## src/rtl/vreg_group_pkg.sv

```systemverilog
// Shared types and group-geometry helpers for the vector register-group write-back collector.
package vreg_group_pkg;

  localparam int VLMUL_W = 3;
  localparam logic [VLMUL_W-1:0] VLMUL_FRAC_MIN = 3'b100;
  // Widest supported register address; narrower collectors zero-extend into it.
  localparam int ADDR_W_MAX = 8;

  typedef struct packed {
    logic [ADDR_W_MAX-1:0] addr;
    logic [VLMUL_W-1:0]    vlmul;
  } grp_entry_t;

  typedef enum logic {
    IDLE    = 1'b0,
    COLLECT = 1'b1
  } col_state_t;

  // Registers in the group: 1,2,4,8 for integral vlmul, 1 for fractional.
  function automatic logic [3:0] group_size(input logic [VLMUL_W-1:0] vlmul);
    if (vlmul >= VLMUL_FRAC_MIN) return 4'd1;
    return 4'd1 << vlmul[1:0];
  endfunction

  function automatic logic [ADDR_W_MAX-1:0] group_base(input grp_entry_t e);
    if (e.vlmul >= VLMUL_FRAC_MIN) return e.addr;
    return e.addr << e.vlmul[1:0];
  endfunction

endpackage

```

## src/rtl/vreg_group_fifo.sv

```systemverilog
// In-order queue of issued groups; push/pop same cycle allowed, zero-latency head view.
// The caller gates push with !full and pop with !empty.
module vreg_group_fifo #(
  parameter int DEPTH = 4,
  parameter int WIDTH = 8
) (
  input  logic                     clk,
  input  logic                     rst,
  input  logic                     push,
  input  logic [WIDTH-1:0]         push_data,
  input  logic                     pop,
  output logic [WIDTH-1:0]         head,
  output logic                     full,
  output logic                     empty,
  output logic [$clog2(DEPTH):0]   count
);

  localparam int PTR_W = $clog2(DEPTH);
  localparam int CNT_W = PTR_W + 1;

  logic [WIDTH-1:0] mem [DEPTH];
  logic [PTR_W-1:0] wr_ptr;
  logic [PTR_W-1:0] rd_ptr;

  assign head  = mem[rd_ptr];
  assign full  = (count == CNT_W'(DEPTH));
  assign empty = (count == '0);

  always_ff @(posedge clk) begin
    if (push) mem[wr_ptr] <= push_data;
  end

  // DEPTH is a power of two, so the pointers wrap on natural overflow.
  always_ff @(posedge clk) begin
    if (rst) begin
      wr_ptr <= '0;
      rd_ptr <= '0;
      count  <= '0;
    end else begin
      if (push) wr_ptr <= wr_ptr + 1'b1;
      if (pop)  rd_ptr <= rd_ptr + 1'b1;
      case ({push, pop})
        2'b10:   count <= count + 1'b1;
        2'b01:   count <= count - 1'b1;
        default: count <= count;
      endcase
    end
  end

endmodule

```

## src/rtl/vreg_group_collector.sv

```systemverilog
// Tracks issued register groups, checks write-back beats in order, pulses done 1 cycle after the last beat.
// issue_ready = !full from registered occupancy; no same-cycle refill when full.
module vreg_group_collector
  import vreg_group_pkg::*;
#(
  parameter int ADDR_WIDTH = 5,
  parameter int DEPTH      = 4
) (
  input  logic                  clk,
  input  logic                  rst,
  input  logic                  issue_valid,
  output logic                  issue_ready,
  input  logic [ADDR_WIDTH-1:0] issue_addr,
  input  logic [VLMUL_W-1:0]    issue_vlmul,
  input  logic                  wb_valid,
  input  logic [ADDR_WIDTH-1:0] wb_addr,
  output logic                  done_valid,
  output logic [ADDR_WIDTH-1:0] done_addr,
  output logic [VLMUL_W-1:0]    done_vlmul,
  output logic                  err,
  input  logic                  err_clr,
  output logic                  busy
);

  localparam int EW = ADDR_WIDTH + VLMUL_W;
  localparam logic [ADDR_W_MAX-1:0] ADDR_MASK = ADDR_W_MAX'((1 << ADDR_WIDTH) - 1);

  logic                     full;
  logic                     empty;
  logic [$clog2(DEPTH):0]   count;
  logic [EW-1:0]            head_raw;
  logic [ADDR_WIDTH-1:0]    head_addr;
  logic [VLMUL_W-1:0]       head_vlmul;
  grp_entry_t               head_e;
  logic [3:0]               head_size;
  logic [ADDR_W_MAX-1:0]    expected;
  logic [2:0]               beat_cnt;
  logic                     push;
  logic                     pop;
  logic                     beat_last;
  logic                     err_set;
  col_state_t               state;
  col_state_t               state_nxt;

  assign issue_ready = !full;
  assign push        = issue_valid && issue_ready;

  vreg_group_fifo #(.DEPTH(DEPTH), .WIDTH(EW)) u_fifo (
    .clk       (clk),
    .rst       (rst),
    .push      (push),
    .push_data ({issue_addr, issue_vlmul}),
    .pop       (pop),
    .head      (head_raw),
    .full      (full),
    .empty     (empty),
    .count     (count)
  );

  assign {head_addr, head_vlmul} = head_raw;
  assign head_e.addr  = ADDR_W_MAX'(head_addr);
  assign head_e.vlmul = head_vlmul;
  assign head_size    = group_size(head_e.vlmul);
  // Masking keeps the sum in ADDR_WIDTH arithmetic, so wrap-around bases compare correctly.
  assign expected     = (group_base(head_e) + ADDR_W_MAX'(beat_cnt)) & ADDR_MASK;

  // Mismatched beats still advance the counter to keep later beats aligned.
  assign beat_last = ({1'b0, beat_cnt} == head_size - 4'd1);
  assign pop       = wb_valid && !empty && beat_last;
  assign err_set   = wb_valid && (empty || (ADDR_W_MAX'(wb_addr) != expected));

  always_ff @(posedge clk) begin
    if (rst) begin
      state      <= IDLE;
      beat_cnt   <= '0;
      done_valid <= 1'b0;
      done_addr  <= '0;
      done_vlmul <= '0;
      err        <= 1'b0;
    end else begin
      state      <= state_nxt;
      done_valid <= pop;
      if (pop) begin
        done_addr  <= head_addr;
        done_vlmul <= head_vlmul;
      end
      if (wb_valid && !empty) beat_cnt <= beat_last ? 3'd0 : beat_cnt + 3'd1;
      if (err_set)      err <= 1'b1;
      else if (err_clr) err <= 1'b0;
    end
  end

  always_comb begin
    state_nxt = state;
    case (state)
      IDLE:    if (push) state_nxt = COLLECT;
      COLLECT: if (pop && !push && count == 1) state_nxt = IDLE;
      default: state_nxt = IDLE;
    endcase
  end

  assign busy = (state == COLLECT);

endmodule

```

## config.mk

```make
export PLATFORM = sky130hd
export DESIGN_NAME = vreg_group_collector
export DESIGN_NICKNAME = d
export VERILOG_FILES = /design/src/rtl/vreg_group_pkg.sv /design/src/rtl/vreg_group_fifo.sv /design/src/rtl/vreg_group_collector.sv
export SDC_FILE = /design/constraint.sdc
export NUM_CORES = 1
export LEC_CHECK = 0
export CORE_AREA = 2 2 72 74
export DETAILED_ROUTE_END_ITERATION = 16
export DIE_AREA = 0 0 74 76
export PLACE_DENSITY_LB_ADDON = 0.08
export SYNTH_ARGS = -nofsm -noshare
export SYNTH_HDL_FRONTEND = slang
export SYNTH_SLANG_ARGS = --single-unit
```

## constraint.sdc

```tcl
create_clock -name clk -period 4.1 [get_ports clk]
set_input_delay 0.82 -clock clk [delete_from_list [all_inputs] [get_ports clk]]
set_output_delay 0.82 -clock clk [all_outputs]
set_load 0.02 [all_outputs]
```

==> key figures <==
Clock tree
  • Clk Latency, worst-skew pair: 0.31 ns
  • # clock sinks: 55
  • # Post-CTS Setup Buffers: 0
  • CTS resizes: 0
  • CTS Hold Bufs: 0
  • TritonCTS clock tree: built
  • H-tree levels: 2
  • Clock root cell: clkbuf_8
  • Clock Tree Buf Depth: 2
  • Clk slew on worst S/H paths: 0.10 ns
  • Num CTS Buffers: 5

Floorplanning
  • Chip Height: 76 um
  • Initial Util: 54.25%
  • IO Pins: 30
  • Cell Rows: 26
  • Die X: 74 um
  • Core area: 4912 um2
  • Die ar.: 5624 um2

Setup path
  • WS Path Type: reg2reg
  • Type of origin of the critical path: flip-flop
  • Critical Path Sink: u_fifo.count[2]
  • Critical Path RT: 4.32 ns
  • Crit path DAT: 4.03 ns
  • Crit Path Max Fanout: 10
  • Crit path capture type: flip-flop
  • Reg-to-reg slack, setup: 0.28 ns
  • Reg2reg end: u_fifo.count[2]
  • Worst Reg2Reg Path Length in Cells: 12

Synthesis
  • Post-Syn Nets: 244
  • Ys async rst share: 0%
  • Dominant synthesized flop cell: edfxtp_1
  • Simple-gate area share of the yosys netlist: 11.60%
  • Combinational family with the most area after synthesis: multiplexers
  • Synth Area in Compound Gates: 8.263%
  • Ranking of synthesized cells by area: edfxtp_1 36%, dfxtp_1 17%, ha_1 6.6%, mux4_1 3.9%, mux2i_1 3.8%
  • Post-synth EDFFs: 32
  • Synth top area share: 36.06%
  • Post-synthesis sequential area ratio: 53.33%
  • Synthesis Warnings: 0
  • Synth Instances: 211
  • Xor/xnor cell area share of the yosys netlist: 3.615%
  • Synth Area in Adders: 7.324%
  • Netlist cell types: 44
  • Synth Register Bits: 55
  • Synthesized area: 2665 um2
  • Syn_area_per_cell: 12.63 um2
  • Multiplexer share of the synthesized area: 11.64%
  • Area leader, netlist: edfxtp_1

STA
  • Sum Neg Setup Slack: 0 ns
  • Post-route setup slack: 0.2835 ns
  • Setup Skew: 0.008721 ns
  • Period Utilization, post-route: 93.08%
  • Final Setup Violations: 0
  • Slew Limit Fails: 0
  • Crit path time final: 3.816 ns
  • Measured slew at the worst slew-check pin: 0.8628 ns
  • Final Hold Viols: 0
  • Max_slew headroom: 42.30%
  • Max Freq: 262.0 MHz
  • RSZ-0062 raised after global routing: false

Drt
  • WL per Instance: 16.32 um
  • Via count: 1702
  • Initial drt markers: 85
  • DRC: 0
  • DRT antenna net count: 0
  • Vias per std cell: 5.438
  • DR pass1 iterations: 4
  • Routed WL: 5107 um

Global route
  • Global route total overflow: 0
  • Largest net degree at the start of global routing: 23
  • Antenna violations before repair: 0
  • Vias in the first global route: 1737
  • First-pass GRT wire length: 8411 um
  • GRT Util Overall: 19.71%

Cells and area
  • Commonest non-fill, non-tap cells in the layout: 32 x edfxtp_1, 29 x clkdlybuf4s50_1, 23 x dfxtp_1, 18 x nor2_1, 15 x inv_1
  • Commonest non-fill, non-tap cell in the layout: edfxtp_1
  • Layout Nets: 275
  • Area delta synth->final: 15.96%
  • Antenna cells: 0
  • Final Core Density: 62.91%
  • Layout cells sized above 1: 7.819%

Placement
  • Post-DP HPWL: 3826 um
  • Final GP Congestion: 0.8311
  • Pre-CTS setup slack: 0.3486 ns
  • Number of port buffers: 29

Power
  • Power density over cell area: 418.9 nW/um2
  • Leak: 1.111 nW
  • Maximum vdd drop: 0.3089 mV

Job
  • Max-cap violation count: 0

Min path
  • Hold_sp: done_vlmul[1]
  • Worst hold path type: reg2reg

Outcome
  • Status: complete, no violations
metal layers:
metal | vias to the layer above | track usage (%) | wire length (um)
li1 | 829 | - | -
met3 | 8 | 4.497 | 150
met1 | 831 | 25.87 | 2178
met2 | 34 | 32.68 | 2707
met4 | 0 | 5.273 | 71
met5 | - | 0 | 0
state kept, by name, summed over array words and instances (netlist names), 2 cells and up, named ones only:
signal and cells:
u_fifo.mem 32, done_vlmul 3, done_addr 5, beat_cnt 3, u_fifo.count 3, u_fifo.rd_ptr 2
u_fifo.wr_ptr 2
where the power goes:
| group | total (mW) | internal, mW | switching [mW] | leakage (nW) |
|---|---|---|---|---|
| Clock | 0.300 | 0.123 | 0.177 | 0.0418 |
| Sequential | 0.651 | 0.626 | 0.0249 | 0.481 |
| Combinational | 0.343 | 0.150 | 0.193 | 0.588 |
| Total | 1.29 | 0.899 | 0.395 | 1.11 |
logic make-up (layout without fill, tap and decap cells):
kind of cell,count (synthesis),in the layout
AOI/OAI and AO/OA,30,30
adders and majority gates,15,15
muxes,19,19
and+or+nand+nor,59,59
DFF,55,55
buffers and inverters,22,54
xor gates and xnor gates,11,11
worst max-delay path, cell delays in order (launching register included):
cell and delay (ns):
dfxtp_1 0.50, mux4_2 0.65, nor2b_1 0.28, nand2_1 0.11
ha_1 0.20, xnor2_1 0.15, or3b_1 0.39, a211o_1 0.31
a211oi_4 0.26, ha_1 0.28, mux2i_1 0.12, or3_1 0.32
a21oi_1 0.15
worst min path at each step:
| stage | endpoint | slack, ns | depth (start not counted) |
|---|---|---|---|
| finish | done_vlmul[1] | 0.52 | 2 |
| detailed placement | done_vlmul[1] | 0.50 | 2 |
| global placement | done_addr[3] | 0.47 | 2 |
| CTS | done_vlmul[1] | 0.52 | 2 |
| floorplan | beat_cnt[0] | 0.47 | 2 |
| global route | done_vlmul[1] | 0.54 | 2 |
synthesized netlist by cell type (4+ instances only):
master / instances
nor2_1: 18
xor2_1: 4
dfxtp_1: 23
a21oi_1: 10
edfxtp_1: 32
xnor2_1: 7
buf_6: 4
mux4_1: 4
and3_1: 5
nand4_1: 5
mux2i_1: 10
ha_1: 14
inv_1: 15
mux4_2: 4
nand2_1: 10
through the flow:
stage / power (mW) / cells / hold WS, ns / cell area, um2
after global placement: 0.9893 / 305 / 0.4746 / 3002
after CTS: 1.300 / 313 / 0.5224 / 3090
after global routing: 1.370 / 313 / 0.5385 / 3090
final: 1.295 / 313 / 0.5208 / 3090
after floorplan: 0.9117 / 211 / 0.4703 / 2665
after detailed placement: 1.006 / 305 / 0.4958 / 3002
area by class of cell:
cell class | instances | area [um2]
sequential | 55 | 1421
multi-input combinational | 134 | 1131
clock inverter | 2 | 16.27
fill | 394 | 1822
clock buffer | 6 | 72.57
timing repair buffer | 31 | 305.3
tap | 70 | 87.58
inverter | 15 | 56.30
Power figures use the tool's default switching activity.
